$ cat src/rtl/alu_sequencer.sv
// Sequences one ALU instruction at a time through fetch, execute and writeback over an 8x16 register file.
// Latency: writeback lands 2 cycles after acceptance, with done in the following cycle; 3 cycles per instruction.
// Backpressure: instr_ready is high only in IDLE; instr_valid offered while busy is ignored and must be held.
module alu_sequencer (
    input  logic        clk,
    input  logic        reset,
    input  logic        instr_valid,
    input  logic [15:0] instr,
    output logic        instr_ready,
    output logic [15:0] alu_x,
    output logic [15:0] alu_y,
    output logic        alu_zero_x,
    output logic        alu_zero_y,
    output logic        alu_negate,
    output logic [1:0]  alu_opcode,
    input  logic [15:0] alu_result,
    input  logic        alu_is_zero,
    input  logic        alu_is_negative,
    output logic        zero_flag,
    output logic        neg_flag,
    output logic        done,
    input  logic [2:0]  dbg_addr,
    output logic [15:0] dbg_data
);

    typedef struct packed {
        logic [1:0] opcode;
        logic       zero_x;
        logic       zero_y;
        logic       negate;
        logic [2:0] dst;
        logic [2:0] src_x;
        logic [2:0] src_y;
        logic       flag_we;
        logic       reg_we;
    } ir_t;

    typedef enum logic [1:0] {
        S_IDLE = 2'd0,
        S_EXEC = 2'd1,
        S_WB   = 2'd2
    } state_t;

    state_t      state_q, state_d;
    ir_t         ir_q, ir_d;
    ir_t         instr_f;
    logic [15:0] rf_q [8];
    logic [15:0] alu_x_q, alu_x_d;
    logic [15:0] alu_y_q, alu_y_d;
    logic        zero_flag_q, zero_flag_d;
    logic        neg_flag_q, neg_flag_d;
    logic        done_q, done_d;
    logic        accept;
    logic        wb_fire;

    assign instr_f = ir_t'(instr);

    always_comb begin
        state_d = state_q;
        ir_d    = ir_q;
        accept  = 1'b0;
        wb_fire = 1'b0;
        case (state_q)
            S_IDLE: begin
                if (instr_valid) begin
                    accept  = 1'b1;
                    ir_d    = instr_f;
                    state_d = S_EXEC;
                end
            end
            S_EXEC: state_d = S_WB;
            S_WB: begin
                wb_fire = 1'b1;
                state_d = S_IDLE;
            end
            default: state_d = S_IDLE;
        endcase
    end

    // Operands are sampled at acceptance; writeback of the previous instruction has
    // already landed by then, so these equal the register values seen during EXEC.
    always_comb begin
        alu_x_d     = alu_x_q;
        alu_y_d     = alu_y_q;
        zero_flag_d = zero_flag_q;
        neg_flag_d  = neg_flag_q;
        done_d      = wb_fire;
        if (accept) begin
            alu_x_d = rf_q[instr_f.src_x];
            alu_y_d = rf_q[instr_f.src_y];
        end
        if (wb_fire && ir_q.flag_we) begin
            zero_flag_d = alu_is_zero;
            neg_flag_d  = alu_is_negative;
        end
    end

    always_ff @(posedge clk) begin
        if (reset) begin
            state_q     <= S_IDLE;
            ir_q        <= '0;
            alu_x_q     <= '0;
            alu_y_q     <= '0;
            zero_flag_q <= 1'b0;
            neg_flag_q  <= 1'b0;
            done_q      <= 1'b0;
        end else begin
            state_q     <= state_d;
            ir_q        <= ir_d;
            alu_x_q     <= alu_x_d;
            alu_y_q     <= alu_y_d;
            zero_flag_q <= zero_flag_d;
            neg_flag_q  <= neg_flag_d;
            done_q      <= done_d;
        end
    end

    always_ff @(posedge clk) begin
        if (reset) begin
            for (int i = 0; i < 8; i++) begin
                rf_q[i] <= '0;
            end
        end else if (wb_fire && ir_q.reg_we) begin
            rf_q[ir_q.dst] <= alu_result;
        end
    end

    // Control bits come straight from ir, which only changes at the next acceptance.
    assign alu_zero_x  = ir_q.zero_x;
    assign alu_zero_y  = ir_q.zero_y;
    assign alu_negate  = ir_q.negate;
    assign alu_opcode  = ir_q.opcode;
    assign alu_x       = alu_x_q;
    assign alu_y       = alu_y_q;
    assign instr_ready = (state_q == S_IDLE) && !reset;
    assign zero_flag   = zero_flag_q;
    assign neg_flag    = neg_flag_q;
    assign done        = done_q;
    assign dbg_data    = rf_q[dbg_addr];

endmodule

$ cat config.mk
export PLATFORM = sky130hd
export DESIGN_NAME = alu_sequencer
export DESIGN_NICKNAME = d
export VERILOG_FILES = /design/src/rtl/alu_sequencer.sv
export SDC_FILE = /design/constraint.sdc
export NUM_CORES = 1
export LEC_CHECK = 0
export ABC_AREA = 1
export CAP_MARGIN = 20
export CELL_PAD_IN_SITES_DETAIL_PLACEMENT = 0
export CELL_PAD_IN_SITES_GLOBAL_PLACEMENT = 1
export CORE_MARGIN = 2
export CORE_UTILIZATION = 46
export DETAILED_ROUTE_END_ITERATION = 7
export PLACE_DENSITY_LB_ADDON = 0.1
export SYNTH_ARGS = -nofsm -noshare
export SYNTH_HDL_FRONTEND = slang
export SYNTH_SLANG_ARGS = --single-unit
$ cat constraint.sdc
create_clock -name clk -period 4.9 [get_ports clk]
set_input_delay 0.98 -clock clk [delete_from_list [all_inputs] [get_ports clk]]
set_output_delay 0.98 -clock clk [all_outputs]
set_load 0.02 [all_outputs]
==> run summary, run 1 <==
The H-tree generated during clock tree synthesis spans 4 levels. The number of antenna diodes in the final layout is 0. The clock transition at the register clock pins on the worst setup and hold paths after CTS came out at 0.07 ns.

The area of the die is 22800 um^2. The worst hold path terminates at zero_flag$_SDFFE_PP0P_. The net total in the final layout came out at 1423. The layout has 1986 filler cells.

The count of hold-fix buffers inserted at cts is 0. The flow ran to the end, and the final reports show no timing, DRC or antenna violations. The post-cts resize count came out at 0. The HPWL after detailed placement is 20500 um.

The class of the tightest hold or removal check is register to register. The number of port buffers is 96. The number of warnings issued by yosys is 0. The sequential-to-total area share from yosys stat came out at 48.1%. The signal on the critical path passes through clkdlybuf4s50_1, inv_1, buf_4, a21oi_1, o21ai_0, nand3_1, o21a_1, clkdlybuf4s50_1.

The number of cells on the worst reg-to-reg path came out at 6. STA classifies the critical path endpoint as an output port. The part of the cycle the worst path needs is 80.6%. The storage element area came out at 4780 um^2. The library cell used most frequently in the layout, excluding fill and tap cells, is sky130_fd_sc_hd__nand2_1. After technology mapping, the gate count stands at 1338. The final setup violation count came out at 0. The startpoint identified for the worst hold timing path is zero_flag$_SDFFE_PP0P_. The tightest hold margin is 0.447 ns. The DRC violations left came out at 0. Along the worst path, the maximum fanout reaches 27.

The core region is 21200 um^2. The largest total area in the synthesized netlist belongs to sky130_fd_sc_hd__edfxtp_1. The remaining number of nets flagged by the antenna check after routing came out at 0. The share of synthesized area in the top cell type comes to 38.6%. The top cell types in the final layout, fill and taps aside, are sky130_fd_sc_hd__nand2_1 (313), sky130_fd_sc_hd__nand3_1 (210), sky130_fd_sc_hd__inv_1 (157). For this design the ratio of total power to cell area is 323 nW/um^2. The share of cells above drive strength 1 is 5.44%.

Prior to clock tree synthesis, the placed netlist has a worst setup slack of 0.961 ns. The global-route total usage across every layer came out at 29.9%. The detailed-routing iteration count for the pre-antenna-repair pass came out at 6. The max-slew violation count is 0. The starting density of the core is 47.0%.

The number of sinks driven by the clock tree came out at 175. The slowest stage of the critical path belongs to the cell sky130_fd_sc_hd__clkdlybuf4s50_1. The kind of start point of the critical path is an input port. The routability-driven placement congestion ratio is 0.837. The clock arrives with 0.00958 ns of skew. Counting every net in the synthesized netlist gives 1378.

The detailed router's first-iteration violation count is 1035. Based on the critical path, the design can be clocked at up to 0.253 GHz. The first-pass GRT wire length came out at 50000 um. Setup repair after global routing left no endpoint under its margin.

The count of distinct cell types in the synthesized netlist is 21. The number of max-cap violations is 0. The sum of routed wire length over all layers came out at 33300 um. The worst hold path depth came out at 2.

The maximum number of pins on one net before global-route repair came out at 72. In this run the cell area of the synthesized design comes to 9950 um^2. The vertical extent of the die came out at 151 um. The leakage power total is 5.25 nW. The final number of hold-violating endpoints came to 0. The actual slew at the worst max-slew pin is 1.04 ns.

Dividing the detail-routed wire length by the instance count gives 19.9 um. TritonCTS created 17 clock buffers. 97 I/O pins were placed. The setup slack of the worst register-to-register path came out at 2.56 ns. The cell sitting at the root of the clock tree is a sky130_fd_sc_hd__clkbuf_16. In the post-synthesis netlist, the biggest area contributors are sky130_fd_sc_hd__edfxtp_1 (39%), sky130_fd_sc_hd__nand2_1 (12%), sky130_fd_sc_hd__nand3_1 (11%), sky130_fd_sc_hd__dfxtp_1 (9.5%), sky130_fd_sc_hd__inv_1 (5.9%).

The startpoint identified for the worst register-to-register timing path is state_q[1]$_SDFFE_PP0P_. The via count of the first global-routing pass is 8330. The overall via count from detail_route came out at 9208. The end of the worst register-to-register path is rf_q[5][11]$_SDFFCE_PN0P_. After detailed placement, the total cell area comes to 11000 um^2. The synthesis-stage register bit count is 175. The per-instance average area after synthesis came out at 7.44 um^2.

The initial antenna violation count is 1. Clock latency on the worst-skew pair, taken at its later pin, is 0.44 ns. The clock tree from TritonCTS is yes. In the final layout, the multi-input gates occupy 4110 um^2. The number of setup buffers added after CTS is 0.

The finished cells cover 11600 um^2. The most critical setup path has its startpoint at dbg_addr[1]. The total grt overflow is 0. The minimum clock period after layout is 3.95 ns. The area growth from synthesis to layout is 16.2%.

At the worst endpoint, the arrival time is 2.97 ns. After floorplanning, the core was divided into 53 placement rows. Among the stages of the critical path, the cell type that occurs most often is sky130_fd_sc_hd__clkdlybuf4s50_1. No sink is reached through more buffers than the 2 on the longest clock path. At the worst endpoint, the required time is 3.92 ns. The via count normalized by instance count came out at 5.51. The max-slew headroom at the worst pin came out at 30.5%. The total negative slack for setup checks is 0 ns. The path type of the worst setup path is input port to output port. The worst-case setup margin in the final layout came out at 0.952 ns.

The delay of the slowest cell on the worst path is 0.62 ns. The worst supply voltage drop on vdd came out at 239 uV. The die span in x is 151 um.
[flip-flops by register name, summed over array words and instances (netlist names)]
signal and flops:
alu_negate 1, rf_q 128, alu_zero_y 1, alu_x 16, zero_flag 1, done 1
alu_opcode 2, alu_y 16, alu_zero_x 1, state_q 2, neg_flag 1, ir_q 5
[report_power, final]
group | internal, W | total (W) | switching (W)
logic | 0.000219 | 0.000633 | 0.000414
clock network | 0.000791 | 0.00141 | 0.000623
registers | 0.00165 | 0.00169 | 0.0000333
[how the worst max path moves through the flow]
| stage | to |
|---|---|
| after global placement | dbg_data[12] |
| after global routing | dbg_data[3] |
| after floorplan | dbg_data[11] |
| final | dbg_data[12] |
| after detailed placement | dbg_data[12] |
| after CTS | dbg_data[12] |
[cells by family after synthesis]
| logic type | after synthesis | synth area share [%] |
|---|---|---|
| AOI/OAI and AO/OA | 225 | 11.7 |
| buffers and inverters | 255 | 10.6 |
| DFF | 175 | 48.1 |
| and+or+nand+nor | 683 | 29.6 |
[worst max-delay path, delay by kind of cell]
kind / cells / cell delay (ns)
buffers and inverters: 4 / 1.47
AOI/OAI and AO/OA: 3 / 0.40
and+or+nand+nor: 1 / 0.09
[synth_stat cells, drive strengths merged]
cell type	instances
nand2	322
nor3	3
nor2	148
o21ai	108
buf	39
nand3	210
edfxtp	128
dfxtp	47
o21a	16
inv	163
clkbuf	53
a21oi	101
[routing by layer]
layer | global-route usage, % | wire length (um) | up-vias | share of wire, %
met5 | 0 | 17 | - | 0.051
met4 | 9.21 | 619 | 2 | 1.9
met3 | 6.33 | 3370 | 50 | 10
met2 | 45.7 | 14800 | 490 | 44
met1 | 42.6 | 14500 | 4219 | 44
li1 | - | - | 4447 | -
[metrics by stage]
| stage | power, W | std cells | util [%] |
|---|---|---|---|
| after floorplan | 0.00209 | 1338 | - |
| after global placement | 0.00234 | 1639 | 51.8 |
| after detailed placement | 0.00234 | 1639 | 51.8 |
| after CTS | 0.00373 | 1671 | 54.7 |
| after global routing | 0.00386 | 1671 | 54.7 |
| final | 0.00373 | 1671 | 54.7 |
[cell type report]
| type | count | area share, % |
|---|---|---|
| well taps | 275 | 2.98 |
| multi-input cells | 908 | 35.5 |
| clock buffers | 22 | 4.37 |
| inverters | 163 | 5.29 |
| clock inverters | 10 | 0.833 |
| flip-flops and latches | 175 | 41.4 |
| repair buffers | 118 | 9.61 |
(Power assumes the default switching activity.)
==> run 2: changes to the inputs <==
--- a/config.mk
+++ b/config.mk
@@ -10,7 +10,7 @@
 export CELL_PAD_IN_SITES_DETAIL_PLACEMENT = 0
 export CELL_PAD_IN_SITES_GLOBAL_PLACEMENT = 1
 export CORE_MARGIN = 2
-export CORE_UTILIZATION = 46
+export CORE_UTILIZATION = 43
 export DETAILED_ROUTE_END_ITERATION = 7
 export PLACE_DENSITY_LB_ADDON = 0.1
 export SYNTH_ARGS = -nofsm -noshare
==> constraint.sdc (replaced) <==
create_clock -name clk -period 3.84 [get_ports clk]
set_input_delay 0.768 -clock clk [delete_from_list [all_inputs] [get_ports clk]]
set_output_delay 0.768 -clock clk [all_outputs]
set_load 0.02 [all_outputs]
==> run 2 against run 1 <==
Against the previous run:
- worst hold slack worse by 0.0044 ns
- power up 27%
- die area up 6.8%
- sequential power up 28%
- clock power rose by 26%
- cell count increased by 0.90%
- register-to-register slack worse by 0.97 ns
- count of clock-buffer cells in the layout shrank 5
- worst setup slack lost 0.60 ns
- design area increased by 0.82%
- largest cell class unchanged
==> run summary, run 2 (same netlist as run 1, synthesis figures left out) <==
The initial antenna violation count is 0 (was 1). The internal power summed over all cells came out at 0.00328 W (was 0.00266 W). The number of inserted filler cells in the final layout came out at 2239 (was 1986).

The class of the tightest hold or removal check is register to register (unchanged). The total area of multi-input combinational cells is 4110 um^2 (unchanged). The worst supply voltage drop on vdd was 250 uV (was 239 uV). The post-cts resize count came out at 0 (unchanged). The final number of hold-violating endpoints came out at 0 (unchanged). The start point of the worst min-delay path is zero_flag$_SDFFE_PP0P_ (unchanged). The routed length per instance is 19.8 um (was 19.9 um). Commonest cells after routing, fill and taps aside: sky130_fd_sc_hd__nand2_1 (313), sky130_fd_sc_hd__nand3_1 (210), sky130_fd_sc_hd__inv_1 (157) (unchanged). The first element of the critical path is dbg_addr[1] (unchanged).

The end of the worst register-to-register path is rf_q[2][0]$_SDFFCE_PN0P_ (was rf_q[5][11]$_SDFFCE_PN0P_). The power density over the cells was 407 nW/um^2 (was 323 nW/um^2). The met3 usage came out at 5.67% (was 6.33%). The detailed router's first-iteration violation count is 1460 (was 1035). The clock network fraction of total power was 37.6% (was 37.9%). The via count normalized by instance count is 5.51 (about the same). The element type at the critical path end is an output port (unchanged). The starting density of the core came to 43.8% (was 47.0%). The number of max-cap violations came out at 0 (unchanged). The total negative slack for setup checks is 0 ns (unchanged). The first-pass GRT wire length came out at 50000 um (unchanged). The via count of the first global-routing pass is 8065 (was 8330). The total grt overflow came out at 0 (unchanged). The number of sinks driven by the clock tree is 175 (unchanged). The later-pin clock latency in the skew report is 0.45 ns (was 0.44 ns). The routability-driven placement congestion ratio came out at 0.934 (was 0.837). The highest fanout seen on the critical path is 32 (was 27).

The worst endpoint required time is 3.07 ns (was 3.92 ns). The peak clock frequency supported by timing is 0.287 GHz. The share of cells above drive strength 1 came to 5.71% (was 5.44%). The I/O pin total came to 97 (unchanged).

The H-tree depth reported by CTS is 4 (unchanged). The sequential share of power is 45.4% (was 45.2%). The remaining number of nets flagged by the antenna check after routing is 0 (unchanged). The global-route total usage across every layer is 27.6% (was 29.9%). The met2 global-route usage is 36.6% (was 45.7%). The actual slew at the worst max-slew pin is 0.779 ns (was 1.04 ns). The storage element area came out at 4780 um^2 (unchanged). The switching power share of the total is 30.8% (was 28.7%). The maximum number of pins on one net before global-route repair came out at 65 (was 72).

The kind of start point of the critical path was an input port (unchanged). The die span in x is 156 um (was 151 um). The placeable core region is 22700 um^2 (was 21200 um^2).

The sum of routed wire length over all layers came out at 33300 um (about the same). The path type of the worst setup path is input port to output port (unchanged). Outcome: complete, no violations (unchanged).

The count of hold-fix buffers inserted at cts came to 0 (unchanged). The max-slew violation count came out at 0 (unchanged). The diode insertion count for antenna repair is 0 (unchanged).

The largest clock skew in the final design was 0.0110 ns (was 0.00958 ns). The net total in the final layout is 1428 (was 1423). The clock tree from TritonCTS is yes (unchanged).

The minimum clock period after layout is 3.49 ns. The number of port buffers is 96 (unchanged). The root buffer cell is sky130_fd_sc_hd__clkbuf_16 (unchanged). The clock transition at the register clock pins on the worst setup and hold paths after CTS came out at 0.07 ns (about the same). The net switching component of the power is 0.00146 W (was 0.00107 W). The reg-to-reg startpoint is ir_q[9]$_SDFFE_PP0P_ (was state_q[1]$_SDFFE_PP0P_).

Setup repair after global routing missed its margin: false (unchanged). The overall via count from detail_route is 9286 (was 9208). The largest register by flop count is rf_q (unchanged). The met1 demand-to-capacity share in global routing came out at 45.8% (was 42.6%). The detailed-routing iteration count for the pre-antenna-repair pass came out at 6 (unchanged). The max-slew headroom at the worst pin is 47.9% (was 30.5%). The data arrival time of the worst path was 2.72 ns (was 2.97 ns). The layer carrying the most global-route usage was met1 (was met2). The final non-filler cell total is 1686 (was 1671). The vertical extent of the die is 156 um (was 151 um). The total clock buffers created by CTS is 17 (unchanged).

The number of flip-flops under the largest register name is 128 (unchanged). The number of setup buffers added after CTS came out at 0 (unchanged). The setup slack of the worst register-to-register path is 1.59 ns (was 2.56 ns). The fraction of power consumed by combinational cells is 17.0% (about the same). The number of cells in the design after placement is 1654 (was 1639). The most common cell after layout, fill and taps aside is sky130_fd_sc_hd__nand2_1 (unchanged).

The DRC violations left is 0 (unchanged). The worst hold path depth is 2 (unchanged). The final setup violation count came out at 0 (unchanged). The worst-case hold path end point was zero_flag$_SDFFE_PP0P_ (unchanged). In the finished design, the share of the clock period the worst path needs comes to 90.9%. The HPWL after detailed placement came to 22800 um (was 20500 um). The number of core rows is 55 (was 53). The signed area change from the synthesized netlist to the final layout is 17.1% (was 16.2%).

The maximum count of clock buffers along a single path is 2 (unchanged). The number of cells on the worst reg-to-reg path came out at 4 (was 6). The area of the die came out at 24400 um^2 (was 22800 um^2). The leakage power total is 5.28 nW (was 5.25 nW).
run 2: changes by cell type in the layout (fill, tap and decap cells not counted), sizes merged:
cell / before / now
bufinv: 1 / 0
inv: 168 / 173
clkbuf: 22 / 17
clkinv: 4 / 5
buf: 25 / 30
run 2: how the worst max path moves through the flow:
stage,endpoint,slack (ns),cells past startpoint
floorplan,dbg_data[11],1.37,7
global placement,dbg_data[14],0.38,8
detailed placement,dbg_data[0],0.37,8
CTS,dbg_data[10],0.37,8
global route,dbg_data[0],0.27,8
finish,dbg_data[14],0.35,8
run 2: layout make-up:
type                            instances  share of cell area [%]
Clock buffer                           17                    3.65
Clock inverter                         15                    1.51
Inverter                              163                    5.25
Multi-Input combinational cell        908                    35.3
Sequential cell                       175                    41.0
Tap cell                              285                    3.06
Timing Repair Buffer                  123                    10.2
run 2: stage by stage:
stage	instance area (um^2)	total power, W	hold WS (ns)	util [%]	setup slack, ns
global route	11700	0.00492	0.473	51.3	0.270
CTS	11700	0.00476	0.446	51.3	0.370
global placement	11000	0.00299	0.432	48.6	0.378
floorplan	9950	0.00267	0.456	-	1.37
detailed placement	11100	0.00299	0.435	48.7	0.372
finish	11700	0.00474	0.442	51.3	0.351
run 2: worst max-delay path: stages:
cell and delay [ns]:
sky130_fd_sc_hd__clkdlybuf4s50_1 0.53, sky130_fd_sc_hd__inv_1 0.06, sky130_fd_sc_hd__buf_4 0.25, sky130_fd_sc_hd__a21oi_1 0.14, sky130_fd_sc_hd__o21ai_0 0.09, sky130_fd_sc_hd__nand3_1 0.08
sky130_fd_sc_hd__o21a_1 0.17, sky130_fd_sc_hd__clkdlybuf4s50_1 0.62
run 2: power groups by stage:
stage	Clock (W)	Combinational (W)	Sequential, W
floorplan	0	0.000443	0.00222
global placement	0	0.000790	0.00220
detailed placement	0	0.000797	0.00220
CTS	0.00180	0.000801	0.00215
global route	0.00187	0.000880	0.00217
finish	0.00178	0.000805	0.00216
run 2: routing by layer:
layer | vias to the layer above | part of all wire [%] | wire [um]
li1 | 4456 | - | -
met1 | 4277 | 48 | 15800
met2 | 533 | 39 | 13000
met3 | 20 | 13 | 4230
met4 | 0 | 0.74 | 247
met5 | - | 0 | 0
